===== config.mk =====
export PLATFORM = sky130hd
export DESIGN_NAME = instr_fetch
export DESIGN_NICKNAME = d
export VERILOG_FILES = /design/src/rtl/instr_fetch.sv
export SDC_FILE = /design/constraint.sdc
export NUM_CORES = 1
export LEC_CHECK = 0
export BUFFER_PORTS_ARGS = -buffer_cell sky130_fd_sc_hd__buf_4
export CORE_ASPECT_RATIO = 1.4
export CORE_UTILIZATION = 30
export DETAILED_ROUTE_END_ITERATION = 7
export GPL_TIMING_DRIVEN = 1
export SLEW_MARGIN = 40
export SYNTH_ARGS = -nofsm -noshare
export SYNTH_HDL_FRONTEND = slang
export SYNTH_SLANG_ARGS = --single-unit

===== constraint.sdc =====
create_clock -name clk -period 5.6 [get_ports clk]
set_input_delay 0.28 -clock clk [delete_from_list [all_inputs] [get_ports clk]]
set_output_delay 0.28 -clock clk [all_outputs]
set_load 0.01 [all_outputs]

===== src/rtl/instr_fetch.sv =====
`default_nettype none
// ============================================================================
// Module   : instr_fetch
// Brief    : IF stage with one outstanding imem request, ID hold buffer and
//            delayed-branch redirect handling.
// Revision : 1.0 - initial release
// ============================================================================
module instr_fetch #(
    parameter logic [31:0] RESET_PC = 32'h0000_0000
) (
    input  logic        clk,
    input  logic        rst,
    input  logic        stall,
    input  logic        jump_branch,
    input  logic [31:0] branch_addr,
    input  logic        jump,
    input  logic [31:0] jump_target,
    output logic        imem_req,
    output logic [31:0] imem_addr,
    input  logic        imem_ready,
    input  logic        imem_rvalid,
    input  logic [31:0] imem_rdata,
    output logic [31:0] pc_id,
    output logic [31:0] instr_id,
    output logic        id_valid
);

    localparam logic [1:0] S_FETCH = 2'd0;
    localparam logic [1:0] S_WAIT  = 2'd1;
    localparam logic [1:0] S_HOLD  = 2'd2;

    logic [1:0]  state;
    logic [1:0]  state_nx;
    logic [31:0] pc_f;
    logic        redir_pend;
    logic [31:0] redir_tgt;
    logic [31:0] hold_pc;
    logic [31:0] hold_instr;

    logic        redirect;
    logic [31:0] redirect_target;
    logic        deliver_wait;
    logic        deliver_hold;
    logic        deliver;
    logic        capture_hold;
    logic [31:0] deliver_pc;
    logic [31:0] deliver_instr;

    assign redirect        = id_valid & (jump | jump_branch);
    assign redirect_target = jump ? jump_target : branch_addr;
    assign deliver_wait    = (state == S_WAIT) & imem_rvalid & ~stall;
    assign deliver_hold    = (state == S_HOLD) & ~stall;
    assign deliver         = deliver_wait | deliver_hold;
    assign capture_hold    = (state == S_WAIT) & imem_rvalid & stall;
    assign deliver_pc      = deliver_hold ? hold_pc    : pc_f;
    assign deliver_instr   = deliver_hold ? hold_instr : imem_rdata;

    always_ff @(posedge clk or posedge rst) begin
        if (rst) begin
            state <= S_FETCH;
        end else begin
            state <= state_nx;
        end
    end

    always_comb begin
        state_nx = state;
        case (state)
            S_FETCH: if (imem_ready)  state_nx = S_WAIT;
            S_WAIT:  if (imem_rvalid) state_nx = stall ? S_HOLD : S_FETCH;
            S_HOLD:  if (!stall)      state_nx = S_FETCH;
            default:                  state_nx = S_FETCH;
        endcase
    end

    // imem_req depends on state only, so imem_rvalid never reaches it combinationally
    always_comb begin
        imem_req  = (state == S_FETCH) & ~rst;
        imem_addr = pc_f;
    end

    always_ff @(posedge clk or posedge rst) begin
        if (rst) begin
            pc_f       <= RESET_PC;
            redir_pend <= 1'b0;
            redir_tgt  <= 32'd0;
            hold_pc    <= 32'd0;
            hold_instr <= 32'd0;
            pc_id      <= RESET_PC;
            instr_id   <= 32'd0;
            id_valid   <= 1'b0;
        end else begin
            if (capture_hold) begin
                hold_pc    <= pc_f;
                hold_instr <= imem_rdata;
            end
            if (deliver) begin
                pc_id      <= deliver_pc;
                instr_id   <= deliver_instr;
                id_valid   <= 1'b1;
                redir_pend <= 1'b0;
                if (redirect) begin
                    pc_f <= redirect_target;
                end else if (redir_pend) begin
                    pc_f <= redir_tgt;
                end else begin
                    pc_f <= deliver_pc + 32'd4;
                end
            end else if (!stall) begin
                // Bubble edge: a redirect seen now waits until the delay slot is delivered
                instr_id <= 32'd0;
                id_valid <= 1'b0;
                if (redirect) begin
                    redir_pend <= 1'b1;
                    redir_tgt  <= redirect_target;
                end
            end
        end
    end

endmodule
`default_nettype wire


# Word level (Yosys, flattened, before mapping)

Index checks and enable logic that the tools add are counted.

Input port bits: 103
Output and inout bits: 98
Memories: 0
Memory bits (writable): 0
Register bits after elaboration: 196
Logic and storage cells: 49
Bits in read-only memories: 0
Bits in latches: 0

Reductions and logical operators: 5
Bitwise gates (word level): 11
$mul: 0
Order comparisons: 0
Equal/unequal tests: 6
Divide/modulo/power cells: 0
$add $sub $neg: 1
Shift operators: 0
Muxes and demuxes: 17

Operators with widths:

| cell                                                                    | number |
|---|---|
| 32-bit two-way mux                                                      | 7 |
| 32-bit by 3-bit adder with 32-bit output, second input constant         | 1 |
| 2-bit two-way mux                                                       | 4 |
| 1-bit AND                                                               | 6 |
| 2-bit inequality test, second input constant                            | 3 |
| 2-bit one-hot mux with 3 select lines                                   | 1 |
| 3-bit AND reduction                                                     | 2 |
| 1-bit two-way mux                                                       | 5 |
| 1-bit NOT                                                               | 3 |
| 2-bit by 1-bit equality test with 1-bit output, second input constant   | 1 |
| 2-bit equality test, second input constant                              | 1 |
| 2-bit zero test                                                         | 1 |
| 2-bit by 1-bit inequality test with 1-bit output, second input constant | 1 |
| 1-bit OR                                                                | 2 |
| 2-bit AND reduction                                                     | 1 |
| 2-bit nonzero test                                                      | 1 |

# Longest topological paths before layout

Gate-level depths: netlist (run 1).

Word-level depth: 6
Depth in mapped cells: 13
Gate-level depth less buffers: 8

# Worst setup path after synthesis (run 1)

No wires, ideal clock.

Path type: reg-to-reg
Start: register state[0]
End: register pc_f[30], in the netlist imem_addr[30]
Path buffers: 4
Setup slack: 2.444 ns
Stages on the path, launching flop included: 13
Data arrival time: 3.060 ns
Data required time: 5.504 ns
Clock period less this slack: 3.156 ns
Setup time: 0.096 ns
Path through: dfrtp_1 > buf_6 > nor3b_2 > buf_2 > buf_2 > buf_2 > nand2_1 > nand2_1 > ha_1 > o2111ai_2 > o31a_1 > o311a_1 > a311oi_2

Word-level cells in the longest chain between the ends: 6
Elaborated cells between the ends (all ways): 10
Classes of those cells: add/sub (1); eq/ne (2); mux (3); bitwise (4)

RTL lines:

| element                                  | line | source |
|---|---|---|
| start, declared                          | 32   | `logic [1:0] state;` |
| start signal, assigned                   | 62   | `state <= state_nx;` |
| 2-bit equality test                      | 52   | `assign deliver_hold = (state == S_HOLD) & ~stall;` |
| 1-bit AND                                | 52   |  |
| 32-bit two-way mux                       | 55   | `assign deliver_pc = deliver_hold ? hold_pc : pc_f;` |
| named net deliver_pc[3]                  | 46   | `logic [31:0] deliver_pc;` |
| 32-bit by 3-bit adder with 32-bit output | 107  | `pc_f <= deliver_pc + 32'd4;` |
| 32-bit two-way mux                       | 104  | `end else if (redir_pend) begin` |
| 32-bit two-way mux                       | 102  | `if (redirect) begin` |
| end signal, assigned                     | 103  | `pc_f <= redirect_target;` |
| end signal, assigned                     | 105  | `pc_f <= redir_tgt;` |
| end signal, assigned                     | 107  |  |
| end, declared                            | 34   | `logic [31:0] pc_f;` |

The timed path passes the listed nets, and every way through them passes these cells.
A chain may end at the register's enable or synchronous reset.

# Final worst setup path (run 1)

Start: register state[0]
End: register pc_f[30], in the netlist imem_addr[30]

Word-level cells in the longest chain between the ends: 6
Elaborated cells between the ends (all ways): 10
Classes of those cells: add/sub (1); eq/ne (2); mux (3); bitwise (4)

RTL lines:

| element                                  | line |
|---|---|
| 2-bit equality test                      | 52 |
| 1-bit AND                                | 52 |
| 32-bit two-way mux                       | 55 |
| 32-bit by 3-bit adder with 32-bit output | 107 |
| 32-bit two-way mux                       | 104 |
| 32-bit two-way mux                       | 102 |

Parallel ways exist; a longest one is shown, timed or not.

==> out/results.txt, run 1 <==
Post-synth EDFFs -> 0
skew final -> 6.68 ps
Final Slew Violations -> 0
Crit-path slowest cell -> or3b_4
post-synthesis area per instance -> 10.5 um^2
endpoints failing hold -> 0
mux contribution to synthesized area -> 18.8%
CP top delay family -> simple AND/OR/NAND/NOR gates
vias per cell -> 5.10
sequential fraction of the synthesis area -> 51.4%
largest net degree at the start of global routing -> 65
r2r worst-path depth -> 7
First DRT Iteration DRCs -> 382
Synth Flop Type -> dfrtp_1
Worst IR Drop VDD -> 0.000244 V
Max Buffers Root-to-Sink -> 2
Cell Pwr Density -> 461 mW/mm^2
crit path launch type -> register
Synth area leader -> dfrtp_1
largest family of logic cells by synthesized area -> multiplexers
Max FO, Critical Path -> 38
# nets final -> 1188
Levels on crit path -> 7
final setup TNS -> 0 ps
Syn Inst Count -> 909
Tot GR Track Use -> 17.9%
hold-critical path depth -> 2
Comb pwr share -> 33.4%
routed vias -> 7585
Seq pwr share -> 44.4%
layout cells sized above 1 -> 29.7%
Fillers -> 3129
commonest cells in the netlist -> dfrtp_1, nand2_1, mux2i_1
Post-Syn Nets -> 1013
failing checks -> DRC
Final Setup Violations -> 0
Routed Antenna Nets -> 0
clock-pin slew of the registers on the worst-case setup and hold paths -> 70 ps
detailed-route wire length per cell -> 19.1 um
count of boundary I/O pins -> 201
switching part of the total -> 36.2%
GRT Residual Overflow -> 0
Starting Density -> 30.8%
max-cap violations -> 0
Tmin final -> 3130 ps
CTS tree -> yes
die area -> 0.0326 mm^2
HP Start -> imem_rdata[24]
crit path DAT -> 3480 ps
first drt pass iteration count -> 7
adder-cell share of the synthesized area -> 0.131%
worst r2r dst -> imem_addr[30]
die span in x -> 153 um
crit end category -> register
Port Buffers -> 200
ys async rst share -> 100%
Max transition margin -> 47.9%
worst path cell trace -> or3b_4 -> buf_4 -> mux2i_1 -> nand2b_1 -> o31a_1 -> o311a_1 -> a311oi_2
number of global-route vias before repair -> 7663
Clock Sinks -> 196
WP data required -> 5950 ps
Die Height -> 213 um
Tightest Pin Transition -> 781 ps
CTS root buf -> clkbuf_16
Synth Area in XOR/XNOR -> 2.29%
Core Area -> 0.0310 mm^2
RSZ-0062 raised after global routing -> false
FF-to-FF setup slack -> 2470 ps
Synth top area share -> 51.4%
main area contributors after synthesis -> dfrtp_1, mux2i_1, mux2_2
fmax -> 319 MHz
crit-path max cell delay -> 700 ps
clock network fraction of total power -> 22.2%
Synth warnings -> 0
Pleak -> 5.70 nW
n_diodes -> 0
num rows -> 76
Post-CTS Resized -> 0
Routed WL -> 28400 um
Worst R2R Start -> state[0]
GP Congestion -> 0.848
status -> complete, but fails checks
area grow syn2layout -> 26.6%
Hold WC Path Type -> input port to register
Psw -> 0.00201 W
Yosys reg bits -> 196
DRC -> 8
H-tree depth -> 4
simple-gate share of the synthesized area -> 12.2%
Setup crit end -> imem_addr[30]
Synth Area in Compound Gates -> 12.3%
Unique masters post-synth -> 51
synthesized area -> 0.00955 mm^2
period utilisation layout -> 56.0%
count leader, synth -> dfrtp_1
WP buf/inv -> 1
global-route wire length before repair -> 44200 um
Int Pwr -> 0.00356 W
crit path from -> state[0]
initial antenna violation count -> 0
number of buffers created by CTS -> 17
Worst Hold Margin -> 80.0 ps
Worst-Skew Late Latency -> 440 ps
critical path class -> register to register
DP Wirelength -> 20500 um
[cells by family (layout without fill, tap and decap cells)]
family / after synthesis / in the layout
buf+inv: 65 / 253
compound gates: 199 / 199
xor+xnor: 25 / 25
flops: 196 / 196
simple gates: 252 / 252
fa+ha+maj: 1 / 1
mux: 171 / 171
[per-layer routing]
layer | track usage, % | routed length (um) | part of all wire (%)
met1 | 20.2 | 10800 | 38
met2 | 32.4 | 15300 | 54
met3 | 3.78 | 1380 | 4.9
met4 | 7.87 | 856 | 3.0
met5 | 0 | 0 | 0
[flip-flops by register name, indices dropped and copies added, names as in the netlist]
| name | flops |
|---|---|
| pc_id | 32 |
| redir_tgt | 32 |
| instr_id | 32 |
| hold_pc | 32 |
| imem_addr | 32 |
| id_valid | 1 |
| state | 2 |
| redir_pend | 1 |
| hold_instr | 32 |
[power groups by stage]
stage               combinational [W]  clock, W  sequential [W]
global placement              0.00185         0         0.00248
global route                  0.00206   0.00134         0.00256
floorplan                    0.000990         0         0.00244
detailed placement            0.00189         0         0.00250
finish                        0.00186   0.00124         0.00247
CTS                           0.00190   0.00127         0.00247
[placed cells by master (no fill, tap or decap), types with 4 or more instances in the layout]
cell,netlist,final
mux2_2,70,70
buf_4,0,213
mux2i_1,101,100
nor3b_1,18,18
nand3_1,23,22
nand4_1,9,9
o21a_1,4,4
nand2_1,144,144
a31oi_1,5,5
nor3_1,10,10
xnor2_1,10,10
nand2b_1,5,5
o21ai_0,95,95
buf_12,0,4
nor2_1,22,22
nor4_1,9,9
o211ai_1,9,9
a21oi_1,45,45
clkbuf_16,0,17
a211oi_1,19,19
dfrtp_1,196,196
xor2_1,15,15
[stage by stage]
stage / total power [W] / utilization, % / worst slack, ps / cell area, um^2 / instances
finish: 0.00557 / 39.0 / 2470 / 12100 / 1487
global route: 0.00595 / 39.0 / 2200 / 12100 / 1487
CTS: 0.00565 / 39.0 / 2420 / 12100 / 1487
detailed placement: 0.00439 / 37.1 / 2210 / 11500 / 1454
global placement: 0.00433 / 36.8 / 2260 / 11400 / 1450
floorplan: 0.00343 / - / 2440 / 9550 / 909
[how the worst min path moves through the flow]
stage	end
6_report	hold_instr[24]
2_1_floorplan	hold_instr[0]
4_1_cts	hold_instr[30]
5_1_grt	hold_instr[24]
3_5_place_dp	pc_id[7]
3_3_place_gp	redir_tgt[20]
[area by class of cell]
| class | count | area [um^2] | share of cell area [%] |
|---|---|---|---|
| Multi-Input combinational cell | 648 | 4410 | 36.4 |
| Clock buffer | 22 | 464 | 3.84 |
| Clock inverter | 10 | 124 | 1.02 |
| Timing Repair Buffer | 218 | 1690 | 14.0 |
| Sequential cell | 196 | 4900 | 40.6 |
| Tap cell | 390 | 488 | 4.04 |
| Inverter | 3 | 15.0 | 0.124 |
[timing repair]
| action | 4_1_cts | 5_1_grt |
|---|---|---|
| hold buffers | 1 | 0 |
| buffers inserted | 0 | 0 |
| endpoints found under the hold margin | 15 | 0 |
Power figures use the tool's default switching activity.
==> run 2, diff against run 1 <==
==> constraint.sdc (replaced) <==
create_clock -name clk -period 3 [get_ports clk]
set_input_delay 0.15 -clock clk [delete_from_list [all_inputs] [get_ports clk]]
set_output_delay 0.15 -clock clk [all_outputs]
set_load 0.01 [all_outputs]
==> out/results.txt, run 2 (synthesis gave the netlist of run 1 again) <==
status -> complete, but fails checks (unchanged)
failing checks -> DRC (unchanged)
endpoints failing hold -> 0 (unchanged)
critical path class -> register to register (unchanged)
crit path DAT -> 3090 ps (was 3480 ps)
area grow syn2layout -> 31.2% (was 26.6%)
hold-critical path depth -> 3 (was 2)
first drt pass iteration count -> 7 (unchanged)
Hold WC Path Type -> input port to register (unchanged)
initial antenna violation count -> 0 (unchanged)
Routed Antenna Nets -> 0 (unchanged)
switching part of the total -> 36.1% (was 36.2%)
WP data required -> 3340 ps (was 5950 ps)
total power -> 0.0106 W (was 0.00557 W)
Die Height -> 213 um (unchanged)
First DRT Iteration DRCs -> 443 (was 382)
Final Slew Violations -> 0 (unchanged)
number of buffers created by CTS -> 17 (unchanged)
max-cap violations -> 0 (unchanged)
die area -> 0.0326 mm^2 (unchanged)
Psw -> 0.00383 W (was 0.00201 W)
number of global-route vias before repair -> 7568 (was 7663)
clock-pin slew of the registers on the worst-case setup and hold paths -> 80 ps (was 70 ps)
DRC -> 14 (was 8)
GP Congestion -> 0.893 (was 0.848)
die span in x -> 153 um (unchanged)
Max transition margin -> 55.7% (was 47.9%)
Comb pwr share -> 32.7% (was 33.4%)
Final Setup Violations -> 0 (unchanged)
fmax -> 363 MHz (was 319 MHz)
Worst Hold Margin -> 37.4 ps (was 80.0 ps)
HP Start -> branch_addr[20] (was imem_rdata[24])
r2r worst-path depth -> 6 (was 7)
commonest non-fill, non-tap cell in the layout -> buf_4 (unchanged)
Clock Sinks -> 196 (unchanged)
skew final -> 14.8 ps (was 6.68 ps)
period utilisation layout -> 91.9% (was 56.0%)
worst hold path endpoint -> redir_tgt[20] (was hold_instr[24])
Starting Density -> 30.8% (unchanged)
Worst IR Drop VDD -> 0.000479 V (was 0.000244 V)
H-tree depth -> 4 (unchanged)
GRT Residual Overflow -> 0 (unchanged)
worst setup margin -> 244 ps (was 2470 ps)
Tmin final -> 2760 ps (was 3130 ps)
DP Wirelength -> 20200 um (was 20500 um)
setup slack after placement -> 277 ps (was 2210 ps)
Worst-Skew Late Latency -> 450 ps (was 440 ps)
Int Pwr -> 0.00676 W (was 0.00356 W)
FF-to-FF setup slack -> 240 ps (was 2470 ps)
Core Util, Final -> 40.4% (was 39.0%)
CTS tree -> yes (unchanged)
# nets final -> 1226 (was 1188)
Seq pwr share -> 43.7% (was 44.4%)
crit end category -> register (unchanged)
count of boundary I/O pins -> 201 (unchanged)
n_diodes -> 0 (unchanged)
largest net degree at the start of global routing -> 92 (was 65)
Routed WL -> 28700 um (was 28400 um)
clock network fraction of total power -> 23.6% (was 22.2%)
RSZ-0062 raised after global routing -> false (unchanged)
Cell Pwr Density -> 845 mW/mm^2 (was 461 mW/mm^2)
Core Area -> 0.0310 mm^2 (unchanged)
final setup TNS -> 0 ps (unchanged)
worst r2r dst -> imem_addr[25] (was imem_addr[30])
vias per cell -> 5.10 (about the same)
Pleak -> 5.89 nW (was 5.70 nW)
most frequent cells in the layout -> buf_4, dfrtp_1, nand2_1 (unchanged)
num rows -> 76 (unchanged)
Worst R2R Start -> state[0] (unchanged)
layout cells sized above 1 -> 29.5% (was 29.7%)
Port Buffers -> 200 (unchanged)
routed vias -> 7780 (was 7585)
Fillers -> 3067 (was 3129)
CTS root buf -> clkbuf_16 (unchanged)
Max FO, Critical Path -> 11 (was 38)
detailed-route wire length per cell -> 18.8 um (was 19.1 um)
global-route wire length before repair -> 44200 um (about the same)
crit path launch type -> register (unchanged)
Max Buffers Root-to-Sink -> 2 (unchanged)
Tot GR Track Use -> 17.9% (about the same)
Tightest Pin Transition -> 664 ps (was 781 ps)
==> run 2: cell count changes in the layout (fill, tap and decap cells not counted), sizes merged <==
cell	previous run	this run
buf	217	222
clkbuf	22	18
inv	4	7
dlygate4sd3	1	34
clkinv	4	5
clkinvlp	3	2
bufinv	2	3
==> run 2: final cells by class <==
class,count,area [um^2],share of cell area (%)
multi-input combinational,648,4400,35.2
inverter,3,15.0,0.120
clock buffer,18,439,3.51
timing repair buffer,256,2080,16.6
sequential,196,4910,39.2
clock inverter,14,191,1.53
tap,390,488,3.90
==> run 2: critical path, cell delays in order, from the launching register on <==
cell	delay, ps
dfrtp_1	490
or3b_4	550
mux2i_1	480
o2111ai_1	470
a211oi_1	390
xor2_1	170
a21oi_1	80
==> run 2: power groups by stage <==
stage,registers (W),logic [W],clock network (W)
5_1_grt,0.00479,0.00381,0.00265
2_1_floorplan,0.00456,0.00185,0
3_5_place_dp,0.00467,0.00347,0
3_3_place_gp,0.00464,0.00343,0
4_1_cts,0.00463,0.00352,0.00256
6_report,0.00462,0.00347,0.00250
==> run 2: metal layers <==
layer,track usage [%],vias up,routed length (um)
li1,-,3681,-
met1,21.7,3829,11500
met2,30.5,230,14700
met3,4.04,40,1700
met4,8.08,0,857
met5,0,-,0
==> run 2: timing repair <==
item | CTS | global route
buffers inserted | 0 | 0
endpoints found under the hold margin | 65 | 0
gates resized for setup | 0 | 0
hold buffers | 34 | 0
setup endpoints to repair | 0 | 0
==> run 2: worst max-delay path by stage <==
stage	to	startpoint	slack (ps)
finish	imem_addr[25]	state[0]	240
floorplan	imem_addr[30]	state[0]	7
CTS	imem_addr[30]	state[0]	250
global route	imem_addr[30]	state[0]	90
global placement	imem_addr[30]	state[0]	360
detailed placement	imem_addr[30]	state[0]	280
==> run 2: per-stage QoR <==
step / instance area (um^2) / instances
6_report: 12500 / 1525
3_3_place_gp: 11600 / 1459
3_5_place_dp: 11600 / 1459
2_1_floorplan: 9560 / 909
4_1_cts: 12500 / 1525
5_1_grt: 12500 / 1525
